==> src/rtl/mmio_uart_tx.sv <==
// Memory-mapped UART transmitter: a byte FIFO fed through a two-register
// window (TXDATA, STATUS) and drained by an 8N1 serialiser.
module mmio_uart_tx #(
  parameter logic [31:0] BASE_ADDR    = 32'h0000_0100,
  parameter int unsigned CLKS_PER_BIT = 16,
  parameter int unsigned FIFO_DEPTH   = 4
) (
  input  logic        clk,
  input  logic        rst_n,
  input  logic [31:0] memory_address,
  input  logic [31:0] memory_write,
  input  logic        memory_we,
  output logic [31:0] memory_out,
  output logic        sel,
  output logic        tx
);

  localparam int unsigned PW        = $clog2(FIFO_DEPTH);
  localparam logic [4:0]  DEPTH_L   = 5'(FIFO_DEPTH);
  localparam logic [15:0] BAUD_LAST = 16'(CLKS_PER_BIT - 1);

  typedef enum logic [1:0] {
    IDLE  = 2'd0,
    START = 2'd1,
    DATA  = 2'd2,
    STOP  = 2'd3
  } state_t;

  state_t        state, state_next;
  logic [15:0]   baud_cnt, baud_next;
  logic [2:0]    bit_idx, bit_next;
  logic [7:0]    shift_reg, shift_next;
  logic          tx_next;

  logic [7:0]    fifo_mem [FIFO_DEPTH];
  logic [PW-1:0] wr_ptr, rd_ptr;
  logic [4:0]    level;
  logic          full, empty, overflow, busy;
  logic          txdata_wr, status_wr, push, pop, ovf_set, ovf_clr;

  // Address bits below the word offset and the upper store byte are don't-cares.
  logic          unused_bits;
  assign unused_bits = ^{memory_write[31:8], memory_address[1:0]};

  assign sel       = (memory_address[31:3] == BASE_ADDR[31:3]);
  assign txdata_wr = memory_we && sel && !memory_address[2];
  assign status_wr = memory_we && sel &&  memory_address[2];

  assign full  = (level == DEPTH_L);
  assign empty = (level == 5'd0);
  assign busy  = (state != IDLE);

  // A pop in the same cycle frees a slot, so a write at full is still taken.
  assign push    = txdata_wr && (!full || pop);
  assign ovf_set = txdata_wr && full && !pop;
  assign ovf_clr = status_wr && memory_write[3];

  // Register read mux; TXDATA and unselected addresses read as zero.
  always_comb begin
    memory_out = '0;
    if (sel && memory_address[2]) begin
      memory_out = {23'd0, level, overflow, busy, empty, full};
    end
  end

  // FIFO storage; contents need no reset because level gates every read.
  always_ff @(posedge clk) begin
    if (push) begin
      fifo_mem[wr_ptr] <= memory_write[7:0];
    end
  end

  // FIFO pointers, occupancy count and sticky overflow flag.
  always_ff @(posedge clk or negedge rst_n) begin
    if (!rst_n) begin
      wr_ptr   <= '0;
      rd_ptr   <= '0;
      level    <= '0;
      overflow <= 1'b0;
    end else begin
      if (push) begin
        wr_ptr <= wr_ptr + PW'(1);
      end
      if (pop) begin
        rd_ptr <= rd_ptr + PW'(1);
      end
      case ({push, pop})
        2'b10:   level <= level + 5'd1;
        2'b01:   level <= level - 5'd1;
        default: level <= level;
      endcase
      if (ovf_set) begin
        overflow <= 1'b1;
      end else if (ovf_clr) begin
        overflow <= 1'b0;
      end
    end
  end

  // Serialiser next-state, counters, shift register and next line level.
  always_comb begin
    state_next = state;
    baud_next  = baud_cnt;
    bit_next   = bit_idx;
    shift_next = shift_reg;
    pop        = 1'b0;
    case (state)
      IDLE: begin
        if (!empty) begin
          pop        = 1'b1;
          shift_next = fifo_mem[rd_ptr];
          baud_next  = '0;
          bit_next   = '0;
          state_next = START;
        end
      end
      START: begin
        if (baud_cnt == BAUD_LAST) begin
          baud_next  = '0;
          bit_next   = '0;
          state_next = DATA;
        end else begin
          baud_next = baud_cnt + 16'd1;
        end
      end
      DATA: begin
        if (baud_cnt == BAUD_LAST) begin
          baud_next = '0;
          if (bit_idx == 3'd7) begin
            state_next = STOP;
          end else begin
            bit_next   = bit_idx + 3'd1;
            shift_next = {1'b0, shift_reg[7:1]};
          end
        end else begin
          baud_next = baud_cnt + 16'd1;
        end
      end
      STOP: begin
        if (baud_cnt == BAUD_LAST) begin
          baud_next  = '0;
          state_next = IDLE;
        end else begin
          baud_next = baud_cnt + 16'd1;
        end
      end
      default: state_next = IDLE;
    endcase
    // Line level follows the state being entered so tx stays registered.
    case (state_next)
      START:   tx_next = 1'b0;
      DATA:    tx_next = shift_next[0];
      default: tx_next = 1'b1;
    endcase
  end

  // Serialiser state register; reset drives the line idle without a clock.
  always_ff @(posedge clk or negedge rst_n) begin
    if (!rst_n) begin
      state     <= IDLE;
      baud_cnt  <= '0;
      bit_idx   <= '0;
      shift_reg <= '0;
      tx        <= 1'b1;
    end else begin
      state     <= state_next;
      baud_cnt  <= baud_next;
      bit_idx   <= bit_next;
      shift_reg <= shift_next;
      tx        <= tx_next;
    end
  end

endmodule

==> config.mk <==
export PLATFORM = sky130hd
export DESIGN_NAME = mmio_uart_tx
export DESIGN_NICKNAME = d
export VERILOG_FILES = /design/src/rtl/mmio_uart_tx.sv
export SDC_FILE = /design/constraint.sdc
export NUM_CORES = 1
export LEC_CHECK = 0
export BUFFER_PORTS_ARGS = -buffer_cell sky130_fd_sc_hd__buf_2
export CORE_MARGIN = 5
export CORE_UTILIZATION = 57
export DETAILED_ROUTE_END_ITERATION = 12
export PLACE_DENSITY = 0.85
export REMOVE_ABC_BUFFERS = 1
export SYNTH_ARGS = -nofsm -noshare
export SYNTH_HDL_FRONTEND = slang
export SYNTH_SLANG_ARGS = --single-unit
==> constraint.sdc <==
create_clock -name clk -period 8.6 [get_ports clk]
set_input_delay 0.86 -clock clk [delete_from_list [all_inputs] [get_ports clk]]
set_output_delay 0.86 -clock clk [all_outputs]
set_load 0.02 [all_outputs]
==> key figures <==
Outcome
  • Status: finished, final reports clean

Critical path
  • CP max FO: 12
  • Crit path kind: input port to register
  • Data arrival, critical path: 4.11 ns
  • Crit-path cells: buf_2, nor4_1, nand4_1, nor2_1, and3_1, inv_1, ha_1, xor2_1, ha_1, o21ai_0, nand2_1, a31oi_1, mux2i_1, xnor2_1
  • CP required: 8.87 ns
  • Crit path capture type: register
  • Crit-path slowest cell: nor2_1
  • Largest stage delay, worst path: 0.52 ns
  • Startpoint types: input port
  • Buf/Inv on CP: 2
  • Most frequent CP cell: ha_1
  • Cell family with most CP delay: simple AND/OR/NAND/NOR gates

Yosys
  • EDFF count, synth: 32
  • Post-Syn Area: ~3800 um2
  • Synthesized instance count: 332
  • Avg Inst Size Synth: 11.5 um2
  • Yosys reg bits: 72
  • Seq/Total Area, Yosys: 0.516
  • Yosys top cell area share: 0.256
  • Main area contributors after synthesis: dfrtp_1 (26%), edfxtp_1 (25%), mux4_2 (4.7%)
  • Asr flop ratio synth: 0.556
  • Most numerous cell in the Yosys netlist: dfrtp_1
  • Ys flop type: dfrtp_1
  • Netlist cell types: a little under 60
  • Post-synth top cells: dfrtp_1 (39), edfxtp_1 (32), nand2_1 (31), buf_4 (23), o21ai_0 (19)
  • Yosys warns: 0
  • Synth area leader: dfrtp_1

Cells and area
  • Layout area overhead: 10.3%
  • Register area: 1960 um2
  • Final #Nets: 457
  • Layout cells sized above 1: 0.247
  • Fillers: 459
  • Max reg flops: 32
  • Diodes inserted: 0
  • Area of the multi-input gates: 1630 um2

Die
  • Die X: 91.7 um
  • Die Ht: 91.7 um
  • Core box area: roughly 6400 um2
  • Die area: between 8000 and 9000 um2
  • Rows: 29
  • Starting density of the core: 0.593
  • IO Pins: 101

Flow run
  • Max-cap viol count: 0

CTS
  • Clock root cell: clkbuf_8
  • H-Tree Level Count: 3
  • Reg clk slew, reported paths: 0.08 ns
  • TritonCTS buffer count: 9
  • CTS-repair resized insts: 0
  • Clock latency on the worst-skew pair: between 0.3 and 0.4 ns
  • Post-CTS setup repair buffer count: 0
  • CTS Buffer Depth: 2
  • CTS sink cnt: around 70
  • CTS tree: yes
  • CTS Hold Bufs: 0

Pwr
  • Maximum VDD drop: roughly 0.00012 V
  • P per Cell Area: 158 nW/um2
  • Tot Pwr: about 0.66 mW
  • Lkg Pwr: ~1.8 nW

Timing
  • PnR worst setup slack: 4.77 ns
  • Max transition margin: 0.406
  • Tmin final: between 3 and 4 ns
  • Fin. max-slew vios: 0
  • RSZ-0062 raised after global routing: no
  • Setup Viol. Count Final: 0
  • Setup TNS Final: 0 ns
  • Hold Slack: 0.521 ns
  • Worst-margin pin slew: 0.891 ns
  • Hold Fails Final Rpt: 0
  • Highest Clock Rate: 261 MHz
  • Final Skew: 0.00642 ns
  • Final worst-path cycle share: 0.445

Drt
  • Wire per inst: 15.8 um
  • Iteration-0 DRC Markers: ~120
  • Antenna viol nets, final: 0
  • Final WL: a little over 7 mm
  • Via count: 2,620
  • Avg Vias per Cell: 5.68
  • First-pass DRT Iterations: 5
  • DRC errors left: 0

GRT
  • Initial antenna violation count: 0
  • Global-route wire length before repair: 12.2 mm
  • Total gr overflow: 0
  • Total Routing Usage GR: 0.180
  • Largest net degree at the start of global routing: 41
  • Number of global-route vias before repair: 2,581

Placement
  • Setup slack at placement: 4.52 ns
  • Dpl hpwl: around 5.2 mm
  • # port buffers: 51
  • Routability cong.: 0.790

Min path
  • Worst Hold Class: register to register
==> cell families (layout without fill, tap and decap cells) <==
kind of cell / count (synthesis) / in the layout / synth area share
XOR/XNOR: 14 / 14 / 0.0322
multiplexers: 14 / 14 / 0.0661
buffers and inverters: 49 / 79 / 0.0789
AO/OA/AOI/OAI: 51 / 51 / 0.0947
flip-flops: 72 / 72 / 0.516
other: 1 / 23 / 0.000985
AND/OR/NAND/NOR: 120 / 120 / 0.175
adder cells (fa/ha/maj): 11 / 11 / 0.0362
==> layout by cell type (no fill, tap or decap), types with 7 or more instances in the layout <==
cell type  netlist  routed
buf_2            5      51
dfrtp_1         39      39
edfxtp_1        32      32
nand2_1         31      31
conb_1           1      23
o21ai_0         19      19
nor2_1          17      17
nor4_1          12      12
inv_1           11      11
ha_1            11      11
and3_1          10      10
nor2b_1         10      10
xnor2_1          9       9
clkbuf_8         0       9
nor3_1           8       8
mux4_2           8       8
a21o_1           7       7
==> final timing paths <==
path                                   startpoint  slack [ns]  cells after the start        end
worst min register to register           overflow        0.52                      1   overflow
worst max-delay path            memory_address[4]        4.77                     14   level[4]
max in group asynchronous                   rst_n        7.41                      1  rd_ptr[0]
worst min-delay path                     overflow        0.52                      1   overflow
min in group asynchronous                   rst_n        0.63                      1  wr_ptr[1]
worst max register to register           level[1]        5.18                     13   level[4]
==> final cells by class <==
| type | count | share of cell area |
|---|---|---|
| Clock inverter | 7 | 0.0203 |
| Clock buffer | 9 | 0.0295 |
| Multi-Input combinational cell | 233 | 0.387 |
| Tap cell | 77 | 0.0230 |
| Sequential cell | 72 | 0.468 |
| Timing Repair Buffer | 52 | 0.0626 |
| Inverter | 11 | 0.00984 |
==> power breakdown <==
part / switching (mW) / internal (mW) / total (mW) / leakage [nW]
clock: 0.139 / 0.140 / 0.279 / 0.107
combinational: 0.0176 / 0.00699 / 0.0246 / 0.927
sequential: 0.00000000306 / 0.359 / 0.359 / 0.798
total: 0.157 / 0.506 / 0.663 / 1.83
==> worst reg2reg max path: stages, from the launching register on <==
cell     delay (ns)
dfrtp_1        0.49
or4_4          0.56
nor3_2         0.22
nor2_1         0.06
and3_1         0.27
inv_1          0.12
ha_1           0.39
xor2_1         0.12
ha_1           0.23
o21ai_0        0.20
nand2_1        0.10
a31oi_1        0.21
mux2i_1        0.26
xnor2_1        0.14
==> stage by stage <==
| step | instance area (um2) | util | instances |
|---|---|---|---|
| after floorplan | 3630 | - | 316 |
| after global placement | 3990 | 0.621 | 445 |
| after detailed placement | 3990 | 0.621 | 445 |
| after CTS | 4200 | 0.654 | 461 |
| after global routing | 4200 | 0.654 | 461 |
| final | 4200 | 0.654 | 461 |
==> per-layer routing <==
metal,up-vias,part of all wire,global-route usage
li1,1260,-,-
met1,1279,0.42,0.214
met2,69,0.51,0.314
met3,12,0.049,0.0450
met4,0,0.018,0.0730
met5,-,0,0
(Power assumes the default switching activity.)
